===== src/rtl/seatbelt_chime_ctrl.sv =====
// Seatbelt chime controller: synchronises the raw alarm level, qualifies it,
// then plays a fixed beep pattern and holds the warning lamp until the alarm clears.
module seatbelt_chime_ctrl #(
   parameter int QUAL_CYC = 4,
   parameter int ON_CYC   = 3,
   parameter int OFF_CYC  = 2,
   parameter int BEEPS    = 3
) (
   input  logic Clk,
   input  logic nRst,
   input  logic Alarm,
   input  logic Ack,
   output logic Chime,
   output logic Lamp,
   output logic Busy
);

   localparam int MAX_QO  = (QUAL_CYC > ON_CYC) ? QUAL_CYC : ON_CYC;
   localparam int MAX_CYC = (MAX_QO > OFF_CYC) ? MAX_QO : OFF_CYC;
   localparam int CW      = (MAX_CYC > 1) ? $clog2(MAX_CYC) : 1;
   localparam int BW      = $clog2(BEEPS + 1);

   localparam logic [CW-1:0] QUAL_LAST = CW'(QUAL_CYC - 1);
   localparam logic [CW-1:0] ON_LAST   = CW'(ON_CYC - 1);
   localparam logic [CW-1:0] OFF_LAST  = CW'(OFF_CYC - 1);
   localparam logic [BW-1:0] BEEP_LAST = BW'(BEEPS - 1);

   localparam logic [2:0] S_IDLE = 3'd0;
   localparam logic [2:0] S_QUAL = 3'd1;
   localparam logic [2:0] S_ON   = 3'd2;
   localparam logic [2:0] S_OFF  = 3'd3;
   localparam logic [2:0] S_HOLD = 3'd4;

   logic          s1, s2;
   logic          alarm_sync;
   logic [2:0]    state, state_d;
   logic [CW-1:0] cnt, cnt_d;
   logic [BW-1:0] beeps, beeps_d;

   assign alarm_sync = s2;

   // NOTE: sequential state uses non-blocking assignments so every flop samples pre-edge values.
   always_ff @(posedge Clk or negedge nRst) begin
      if (!nRst) begin
         s1 <= 1'b0;
         s2 <= 1'b0;
      end else begin
         s1 <= Alarm;
         s2 <= s1;
      end
   end

   // NOTE: every always_comb output gets a default first so no latch is inferred.
   always_comb begin
      state_d = state;
      cnt_d   = cnt;
      beeps_d = beeps;
      if (state == S_IDLE) begin
         if (alarm_sync) begin
            state_d = S_QUAL;
            cnt_d   = '0;
         end
      end else if (!alarm_sync) begin
         // Alarm clearing beats acknowledge and counting in every active state.
         state_d = S_IDLE;
         cnt_d   = '0;
         beeps_d = '0;
      end else if (Ack && state != S_HOLD) begin
         state_d = S_HOLD;
         cnt_d   = '0;
      end else begin
         case (state)
            S_QUAL: begin
               if (cnt == QUAL_LAST) begin
                  state_d = S_ON;
                  cnt_d   = '0;
                  beeps_d = '0;
               end else begin
                  cnt_d = cnt + 1'b1;
               end
            end
            S_ON: begin
               if (cnt == ON_LAST) begin
                  cnt_d   = '0;
                  beeps_d = beeps + 1'b1;
                  // Last beep goes straight to HOLD with no trailing gap.
                  state_d = (beeps == BEEP_LAST) ? S_HOLD : S_OFF;
               end else begin
                  cnt_d = cnt + 1'b1;
               end
            end
            S_OFF: begin
               if (cnt == OFF_LAST) begin
                  state_d = S_ON;
                  cnt_d   = '0;
               end else begin
                  cnt_d = cnt + 1'b1;
               end
            end
            default: begin
               state_d = state;
            end
         endcase
      end
   end

   // NOTE: async reset clears all state so outputs drop without waiting for a clock.
   always_ff @(posedge Clk or negedge nRst) begin
      if (!nRst) begin
         state <= S_IDLE;
         cnt   <= '0;
         beeps <= '0;
      end else begin
         state <= state_d;
         cnt   <= cnt_d;
         beeps <= beeps_d;
      end
   end

   assign Chime = (state == S_ON);
   assign Lamp  = (state == S_ON) || (state == S_OFF) || (state == S_HOLD);
   assign Busy  = (state != S_IDLE);

endmodule


===== config.mk =====
export PLATFORM = sky130hd
export DESIGN_NAME = seatbelt_chime_ctrl
export DESIGN_NICKNAME = d
export VERILOG_FILES = /design/src/rtl/seatbelt_chime_ctrl.sv
export SDC_FILE = /design/constraint.sdc
export NUM_CORES = 1
export LEC_CHECK = 0
export CELL_PAD_IN_SITES_DETAIL_PLACEMENT = 1
export CELL_PAD_IN_SITES_GLOBAL_PLACEMENT = 1
export CORE_MARGIN = 3
export CORE_UTILIZATION = 35
export DETAILED_ROUTE_END_ITERATION = 8
export HOLD_SLACK_MARGIN = 0.06
export PLACE_DENSITY_LB_ADDON = 0.1
export SYNTH_ARGS = -nofsm -noshare
export SYNTH_HDL_FRONTEND = slang
export SYNTH_SLANG_ARGS = --single-unit

===== constraint.sdc =====
create_clock -name Clk -period 1.55 [get_ports Clk]
set_clock_uncertainty 0.05 [all_clocks]
set_input_delay 0.31 -clock Clk [delete_from_list [all_inputs] [get_ports Clk]]
set_output_delay 0.31 -clock Clk [all_outputs]
set_load 0.05 [all_outputs]

==> flow_metrics.py, run 1 <==
metrics = {
    "outcome": {
        "outcome": "finished, violations left",
        "violations": "setup timing",
    },
    "route": {
        "ant_nets": 0,
        "dr.pass1.iters": 2,
        "vias": 562,
        "drcViolationCount": 0,
        "viasPerCell": 4.80,
        "wl_per_cell_um": 14.8,
        "drtIter0Drc": 1,
        "routed_wirelength_um": 1740,
    },
    "synth": {
        "yosysSeqAreaShare_pct": 35.6,
        "synthArstFlopShare_pct": 100,
        "synth-edff-count": 0,
        "synth_top_area_cell": "dfrtp_1",
        "syn_area_per_cell_sq_um": 9.57,
        "ys_warn_count": 0,
        "ys_ff_latch": 9,
        "synth_top_area_share_pct": 35.6,
        "netlist_instances": 66,
        "ys_types": 29,
        "synthesis.nets": 76,
        "syn-cell-area_sq_um": 632,
        "yosys_most_used_dff": "dfrtp_1",
        "synth.area.top_cells": "dfrtp_1 (36%), ha_1 (12%), mux2i_1 (6.3%), nand2_1 (4.2%), buf_6 (3.6%)",
    },
    "cells_and_area": {
        "fillCellCount": 182,
        "layout-drive-gt1-share_pct": 45.2,
        "nNetsFinal": 104,
        "fin_util_pct": 61.2,
        "synthToLayoutAreaGrowth_pct": 54.5,
        "final_common_cell": "buf_4",
        "diodes": 0,
        "final_cell_mix": "buf_4 (17), nor2_1 (6), nand2_1 (5), dfrtp_2 (5)",
    },
    "global_route": {
        "track_usage_pct": 16.0,
        "grt_overflow": 0,
        "grt_max_degree": 10,
        "grt_pass1_vias": 643,
        "antenna_found_initial": 0,
        "grt_pass1_wl_um": 2970,
    },
    "clock_network": {
        "h-tree-depth": 1,
        "clk_path_buf_depth": 2,
        "postCtsHoldBufs": 0,
        "cts_tree": "yes",
        "clk_pin_slew_worst_paths_ps": 70,
        "cts-root-buf": "clkbuf_4",
        "clkLatencyLatePin_ps": 260,
        "cts_sinks": 9,
        "cts-buffers-inserted": 3,
    },
    "run": {
        "maxCapViolCount": 0,
    },
    "floorplan": {
        "die_area_sq_um": 2350,
        "rows": 14,
        "fp.coreArea_sq_um": 1590,
        "pin_count": 7,
        "die_h_um": 48.5,
        "initial_core_util_pct": 39.6,
        "die_x_um": 48.5,
    },
    "power": {
        "vdd.ir_drop.worst_mv": 0.467,
        "p_sw_mw": 0.180,
        "powerDensity_nw_per_um2": 620,
        "pwr-share-comb_pct": 26.5,
        "switching_share_pct": 29.7,
        "p_leak_nw": 0.432,
        "clkPwrFrac_pct": 29.7,
        "seq_power_share_pct": 43.8,
        "power.internal_mw": 0.425,
        "p_total_mw": 0.606,
    },
    "placement": {
        "io_buffers": 6,
        "post-dp-hpwl_um": 1140,
        "routabilityCongestion": 0.752,
    },
    "timing": {
        "tightest_slew_ps": 412,
        "final.min_clock_period_ps": 1630,
        "relSlewSlack_pct": 72.4,
        "setup_viol": 5,
        "rsz0062_at_grt": "yes",
        "timing.final.crit_share_pct": 105,
        "drv_slew": 0,
        "max_freq_ghz": 0.615,
        "hold_ws_ps": 297,
        "setup_ws_ps": -76.3,
        "hold_viol_final": 0,
    },
    "critical_path": {
        "cp_cell_sequence": "or3_4 -> buf_6",
        "crit_fanout": 4,
        "critPathLaunchType": "register",
        "required_ps": 1190,
        "max_stage_delay_ps": 450,
        "slowest_stage": "dfrtp_2",
        "critical_path_class": "reg2out",
        "end_kind": "primary output",
        "crit_arrival_ps": 1270,
    },
    "worst_hold_path": {
        "hold_path.class": "in2async",
    },
}
-- power groups by stage --
stage	Combinational, mW	Sequential [mW]	Clock, mW
3_5_place_dp	0.126	0.269	0
4_1_cts	0.150	0.265	0.188
6_report	0.161	0.265	0.180
2_1_floorplan	0.0851	0.260	0
3_3_place_gp	0.124	0.269	0
5_1_grt	0.176	0.266	0.197
-- routing by layer --
layer	vias to the layer above	wire, um	GRT usage (%)
li1	281	-	-
met1	271	819	21.6
met2	8	860	27.1
met3	2	40	0.920
met4	0	14	5.69
met5	-	0	0
-- worst paths after layout --
| check | from | end | slack (ps) | cells after the start |
|---|---|---|---|---|
| min | nRst | state[1]$_DFFE_PN0P_ | 300 | 1 |
| max reg2reg | state[0]$_DFFE_PN0P_ | beeps[0]$_DFFE_PN0P_ | -20 | 5 |
| min reg2reg | s1$_DFF_PN0_ | alarm_sync$_DFF_PN0_ | 310 | 0 |
| min in group Clk | s1$_DFF_PN0_ | alarm_sync$_DFF_PN0_ | 310 | 0 |
| max | state[0]$_DFFE_PN0P_ | Busy | -80 | 2 |
| max in group asynchronous | nRst | state[2]$_DFFE_PN0P_ | 830 | 1 |
-- critical path: cells and delay by family, from the launching register on --
family | cells | cell delay [ps]
buffers and inverters | 1 | 160
flip-flops | 1 | 450
AND/OR/NAND/NOR | 1 | 400
-- Yosys cell counts (2+ instances only) --
cell type	n
a21oi_1	3
buf_6	2
dfrtp_1	9
ha_1	6
inv_1	4
mux2i_1	4
nand2_1	7
nand2b_1	2
nand3b_1	2
nor2_1	6
o21a_1	2
o21ai_1	2
-- kinds of logic after synthesis --
group                      after synthesis  share of synthesized area [%]
adders and majority gates                6                           11.9
muxes                                    4                           6.34
AOI/OAI and AO/OA                       15                           16.6
DFF                                      9                           35.6
and+or+nand+nor                         25                           22.8
buffers and inverters                    7                           6.73
-- layout make-up --
class	count	area [sq um]	area share, %
clock buffers	4	26.3	2.69
flip-flops and latches	9	231	23.7
inverters	4	15.0	1.54
multi-input cells	50	422	43.2
well taps	24	30.0	3.08
repair buffers	26	251	25.8
-- sequential cells by signal, summed over array words and instances, names as in the netlist --
register,flops
alarm_sync,1
state,3
cnt,2
beeps,2
s1,1
-- timing repair --
item	CTS	global route
pin swaps	4	5
resized for setup	16	4
endpoints found under the setup margin	5	6
setup buffers	10	3
-- per-stage QoR --
stage | setup slack (ps) | TNS, ps | area [sq um] | cells
floorplan | 13.2 | 0 | 644 | 66
global placement | -47.8 | -134 | 771 | 100
detailed placement | -76.6 | -249 | 771 | 100
CTS | -74.6 | -212 | 935 | 114
global route | -117 | -666 | 976 | 117
finish | -76.3 | -211 | 976 | 117
No activity file was read; power rests on OpenSTA's default activity.
==> run 2, diff against run 1 <==
- PLACE_DENSITY: default -> 0.77
- PLACE_DENSITY_LB_ADDON: 0.1 -> default
==> flow_metrics.py, run 2 (synthesis gave the netlist of run 1 again) <==
metrics = {
    "outcome": {
        "outcome": "finished, violations left",
        "violations": "setup timing",
    },
    "route": {
        "wl_per_cell_um": 17.0,
        "viasPerCell": 5.08,
        "ant_nets": 0,
        "drtIter0Drc": 3,
        "vias": 615,
        "routed_wirelength_um": 2050,
        "dr.pass1.iters": 5,
        "drcViolationCount": 0,
    },
    "critical_path": {
        "end_kind": "primary output",
        "crit_arrival_ps": 1290,
        "required_ps": 1190,
        "slowest_stage": "dfrtp_2",
        "cp_cell_sequence": "or3_4 -> buf_8",
        "crit_fanout": 6,
        "critical_path_class": "reg2out",
        "critPathLaunchType": "register",
        "max_stage_delay_ps": 450,
    },
    "cells_and_area": {
        "largest-register": "state",
        "final_cell_mix": "buf_4 (23), nand2_1 (5), dfrtp_2 (5), nor2_1 (4), dfrtp_1 (4)",
        "fin_util_pct": 64.2,
        "final_cells": 121,
        "synthToLayoutAreaGrowth_pct": 62.0,
        "layout-drive-gt1-share_pct": 53.6,
        "reg_top3": "state x3, beeps x2, cnt x2",
        "diodes": 0,
        "largest_reg_flops": 3,
        "nNetsFinal": 108,
        "final_common_cell": "buf_4",
    },
    "timing": {
        "setup_viol": 6,
        "hold_ws_ps": 299,
        "rsz0062_at_grt": "yes",
        "drv_slew": 0,
        "max_freq_ghz": 0.607,
        "relSlewSlack_pct": 70.7,
        "setup_ws_ps": -97.4,
        "final.min_clock_period_ps": 1650,
        "tightest_slew_ps": 438,
        "timing.final.crit_share_pct": 106,
        "hold_viol_final": 0,
    },
    "global_route": {
        "antenna_found_initial": 0,
        "grt_max_degree": 10,
        "grt_overflow": 0,
        "grt_pass1_vias": 680,
        "track_usage_pct": 18.6,
        "grt_pass1_wl_um": 3290,
    },
    "floorplan": {
        "pin_count": 7,
        "die_area_sq_um": 2350,
        "die_x_um": 48.5,
        "fp.coreArea_sq_um": 1590,
        "die_h_um": 48.5,
        "rows": 14,
        "initial_core_util_pct": 39.6,
    },
    "placement": {
        "io_buffers": 6,
        "routabilityCongestion": 0.715,
        "post-dp-hpwl_um": 1200,
        "placed_cells": 101,
    },
    "clock_network": {
        "cts-buffers-inserted": 3,
        "clkLatencyLatePin_ps": 270,
        "clk_path_buf_depth": 2,
        "h-tree-depth": 1,
        "cts_tree": "yes",
        "postCtsHoldBufs": 0,
        "clk_pin_slew_worst_paths_ps": 70,
        "cts_sinks": 9,
        "cts-root-buf": "clkbuf_4",
    },
    "power": {
        "p_leak_nw": 0.455,
        "powerDensity_nw_per_um2": 641,
        "vdd.ir_drop.worst_mv": 0.535,
    },
    "worst_hold_path": {
        "hold_path.class": "in2async",
    },
    "run": {
        "maxCapViolCount": 0,
    },
}
## run 2: path summary, 6_finish.rpt
check / start / endpoint / slack [ps] / depth (start not counted)
max reg2reg: cnt[0]$_DFFE_PN0P_ / beeps[1]$_DFFE_PN0P_ / -50 / 6
max in group asynchronous: nRst / state[2]$_DFFE_PN0P_ / 820 / 1
min: nRst / state[0]$_DFFE_PN0P_ / 300 / 1
min reg2reg: s1$_DFF_PN0_ / alarm_sync$_DFF_PN0_ / 300 / 0
max: state[1]$_DFFE_PN0P_ / Busy / -100 / 2
min in group Clk: s1$_DFF_PN0_ / alarm_sync$_DFF_PN0_ / 300 / 0
## run 2: critical path: cells and delay by family (launching register included)
kind                   cells  cell delay, ps
and+or+nand+nor            1             410
buffers and inverters      1             160
DFF                        1             450
## run 2: area by class of cell
class	instances	area, sq um
Clock buffer	4	26.3
Fill cell	173	571
Inverter	4	15.0
Multi-Input combinational cell	50	452
Sequential cell	9	231
Tap cell	24	30.0
Timing Repair Buffer	30	269
## run 2: timing repair
action | in CTS | in global routing
setup endpoints to repair | 6 | 8
resized for setup | 21 | 7
pin swaps | 9 | 5
setup buffers | 12 | 4
hold endpoints to repair | 0 | 0
cloned | 0 | 0
## run 2: through the flow
stage	area [sq um]	TNS [ps]	setup slack [ps]	total power [mW]
6_report	1020	-308	-97.4	0.656
4_1_cts	962	-262	-87.0	0.625
3_5_place_dp	778	-300	-86.3	0.402
3_3_place_gp	778	-114	-58.7	0.397
2_1_floorplan	644	0	13.2	0.345
5_1_grt	1020	-671	-123	0.686
## run 2: metal layers
layer	share of wire (%)	track usage [%]	up-vias
met1	46	22.8	299
li1	-	-	293
met2	48	30.5	17
met4	2.6	10.9	0
met5	0	0	-
met3	3.6	3.37	6
## run 2: report_power, final
group | switching [mW] | internal [mW] | leakage [nW]
Sequential | 0.0215 | 0.246 | 0.111
Combinational | 0.0925 | 0.103 | 0.329
Clock | 0.0932 | 0.0996 | 0.0150
==> RTL change, RTL diff (config.mk and constraints of run 2) <==
`BEEPS`: 3 -> 5.
--- a/src/rtl/seatbelt_chime_ctrl.sv
+++ b/src/rtl/seatbelt_chime_ctrl.sv
@@ -5,5 +5,5 @@
    parameter int ON_CYC   = 3,
    parameter int OFF_CYC  = 2,
-   parameter int BEEPS    = 3
+   parameter int BEEPS    = 5
 ) (
    input  logic Clk,
Function: no difference found for any inputs over 10 cycles, from zero or initial values and one cycle with nRst low; that may be too few to reach the edited logic, so the function may still have changed.
==> RTL change against run 2 <==
The flow still finishes with violations (negative setup slack). Via count rose by 24%. Worst setup slack improved by 5.0 ps. Critical path type unchanged. Sequential cell count rose by 1. Die area rose by 20%. Cell count rose by 16%. Register-to-register slack improved by 20 ps. Design area rose by 16%. Count of clock-buffer cells in the layout did not move. Wire length rose by 14%. Synthesized area rose by 23%.
Power is not compared: it rests on default switching activity, and its combinational part moved more than twofold at a synthesized area within 25%.
==> RTL change: results (changes against run 2) <==
metric	value	unit	change
run status	finished, violations left		unchanged
violated checks	negative setup slack		unchanged
final weighted congestion in routability-driven placement	0.8598		was 0.7153
fraction of the yosys area taken by sequential cells	32.10	%	was 35.64%
global routing met1 resource utilization	22.66	%	was 22.84%
top area cells in the synthesized netlist	dfrtp_1 (32%), ha_1 (11%), nand2b_1 (4.0%), clkbuf_8 (3.5%), a31oi_1 (3.2%)		was dfrtp_1 (36%), ha_1 (12%), mux2i_1 (6.3%), nand2_1 (4.2%), buf_6 (3.6%)
maximum number of pins on one net before global-route repair	11		was 10
Finish-stage setup viols	6		unchanged
Reg clk slew, reported paths	90	ps	was 70 ps
number of buffers other than clock buffers in the final layout	29		was 30
initial DRC count	11		was 3
Max FO, Critical Path	4		was 6
slowest stage delay, CP	420	ps	was 450 ps
Place WS	-146.4	ps	was -86.29 ps
total routing resource utilization after global routing	19.66	%	was 18.62%
M1 WL	1.006	mm	was 945 um
number of distinct library cells after synthesis	37		was 29
least setup slack across all paths after layout	-92.42	ps	was -97.42 ps
Multi-In Gates	63		was 50
final-layout worst hold slack	301.5	ps	was 298.5 ps
number of fill cells	236		was 173
tightest slew margin relative to the limit	67.72	%	was 70.70%
worst-path cell with the longest stage delay	dfrtp_1		was dfrtp_2
Min-Delay Path Class	flop to flop		was input port to async pin
fraction of final layout cells sized beyond drive strength 1	46.90	%	was 53.61%
reg-to-reg critical path endpoint	state[1]		was beeps[1]
met2 layer usage reported by global route	36.78	%	was 30.50%
Final nets	125		was 108
sequential cell area share	21.27	%	was 22.62%
sinks on the clock net	10		was 9
aggregate negative setup slack	-291.2	ps	was -307.5 ps
synthesized net count	96		was 76
number of global-route vias before repair	883		was 680
wire length on met2	1.240	mm	was 978 um
==> RTL change: cell count changes after synthesis, sizes merged, moves of 2 or more <==
cell           run 2  this run
nand2b             2         5
mux2i              4         2
clkbuf             0         3
o211ai             0         2
nand3              0         3
a31oi              0         4
inv                4         7
mux2               0         2
nor2               6         4
nand4              0         2
==> RTL change: timing repair <==
| item | 4_1_cts | 5_1_grt |
|---|---|---|
| pin swaps | 6 | 4 |
| setup buffers | 8 | 1 |
| resized for setup | 22 | 7 |
| endpoints found under the setup margin | 7 | 9 |
==> RTL change: cell families (layout without fill, tap and decap cells) <==
| family | Yosys count | in the layout | share of synthesized area (%) |
|---|---|---|---|
| AOI/OAI and AO/OA | 20 | 20 | 17.82 |
| adders and majority gates | 7 | 7 | 11.24 |
| buffers and inverters | 12 | 40 | 9.791 |
| DFF | 10 | 10 | 32.10 |
| muxes | 4 | 4 | 5.457 |
| and+or+nand+nor | 32 | 32 | 23.59 |
==> RTL change: power groups by stage <==
stage	Combinational, mW	Clock [mW]	Sequential [mW]
floorplan	0.220	0	0.298
global placement	0.326	0	0.300
detailed placement	0.335	0	0.301
CTS	0.426	0.253	0.297
global route	0.490	0.268	0.301
finish	0.456	0.244	0.298
==> RTL change: worst max path at each step <==
stage,from,end,slack (ps)
after global routing,state[1],Busy,-140
after detailed placement,Ack,state[1],-150
after CTS,state[0],Busy,-80
after floorplan,cnt[0],beeps[1],40
final,state[1],Busy,-90
after global placement,Ack,cnt[0],-130
==> RTL change: stage by stage <==
stage	instance area [um2]	total power [mW]	instances
final	1182	0.9986	140
after global routing	1182	1.059	140
after CTS	1150	0.9761	139
after detailed placement	958.4	0.6365	127
after global placement	958.4	0.6252	127
after floorplan	792.0	0.5179	85
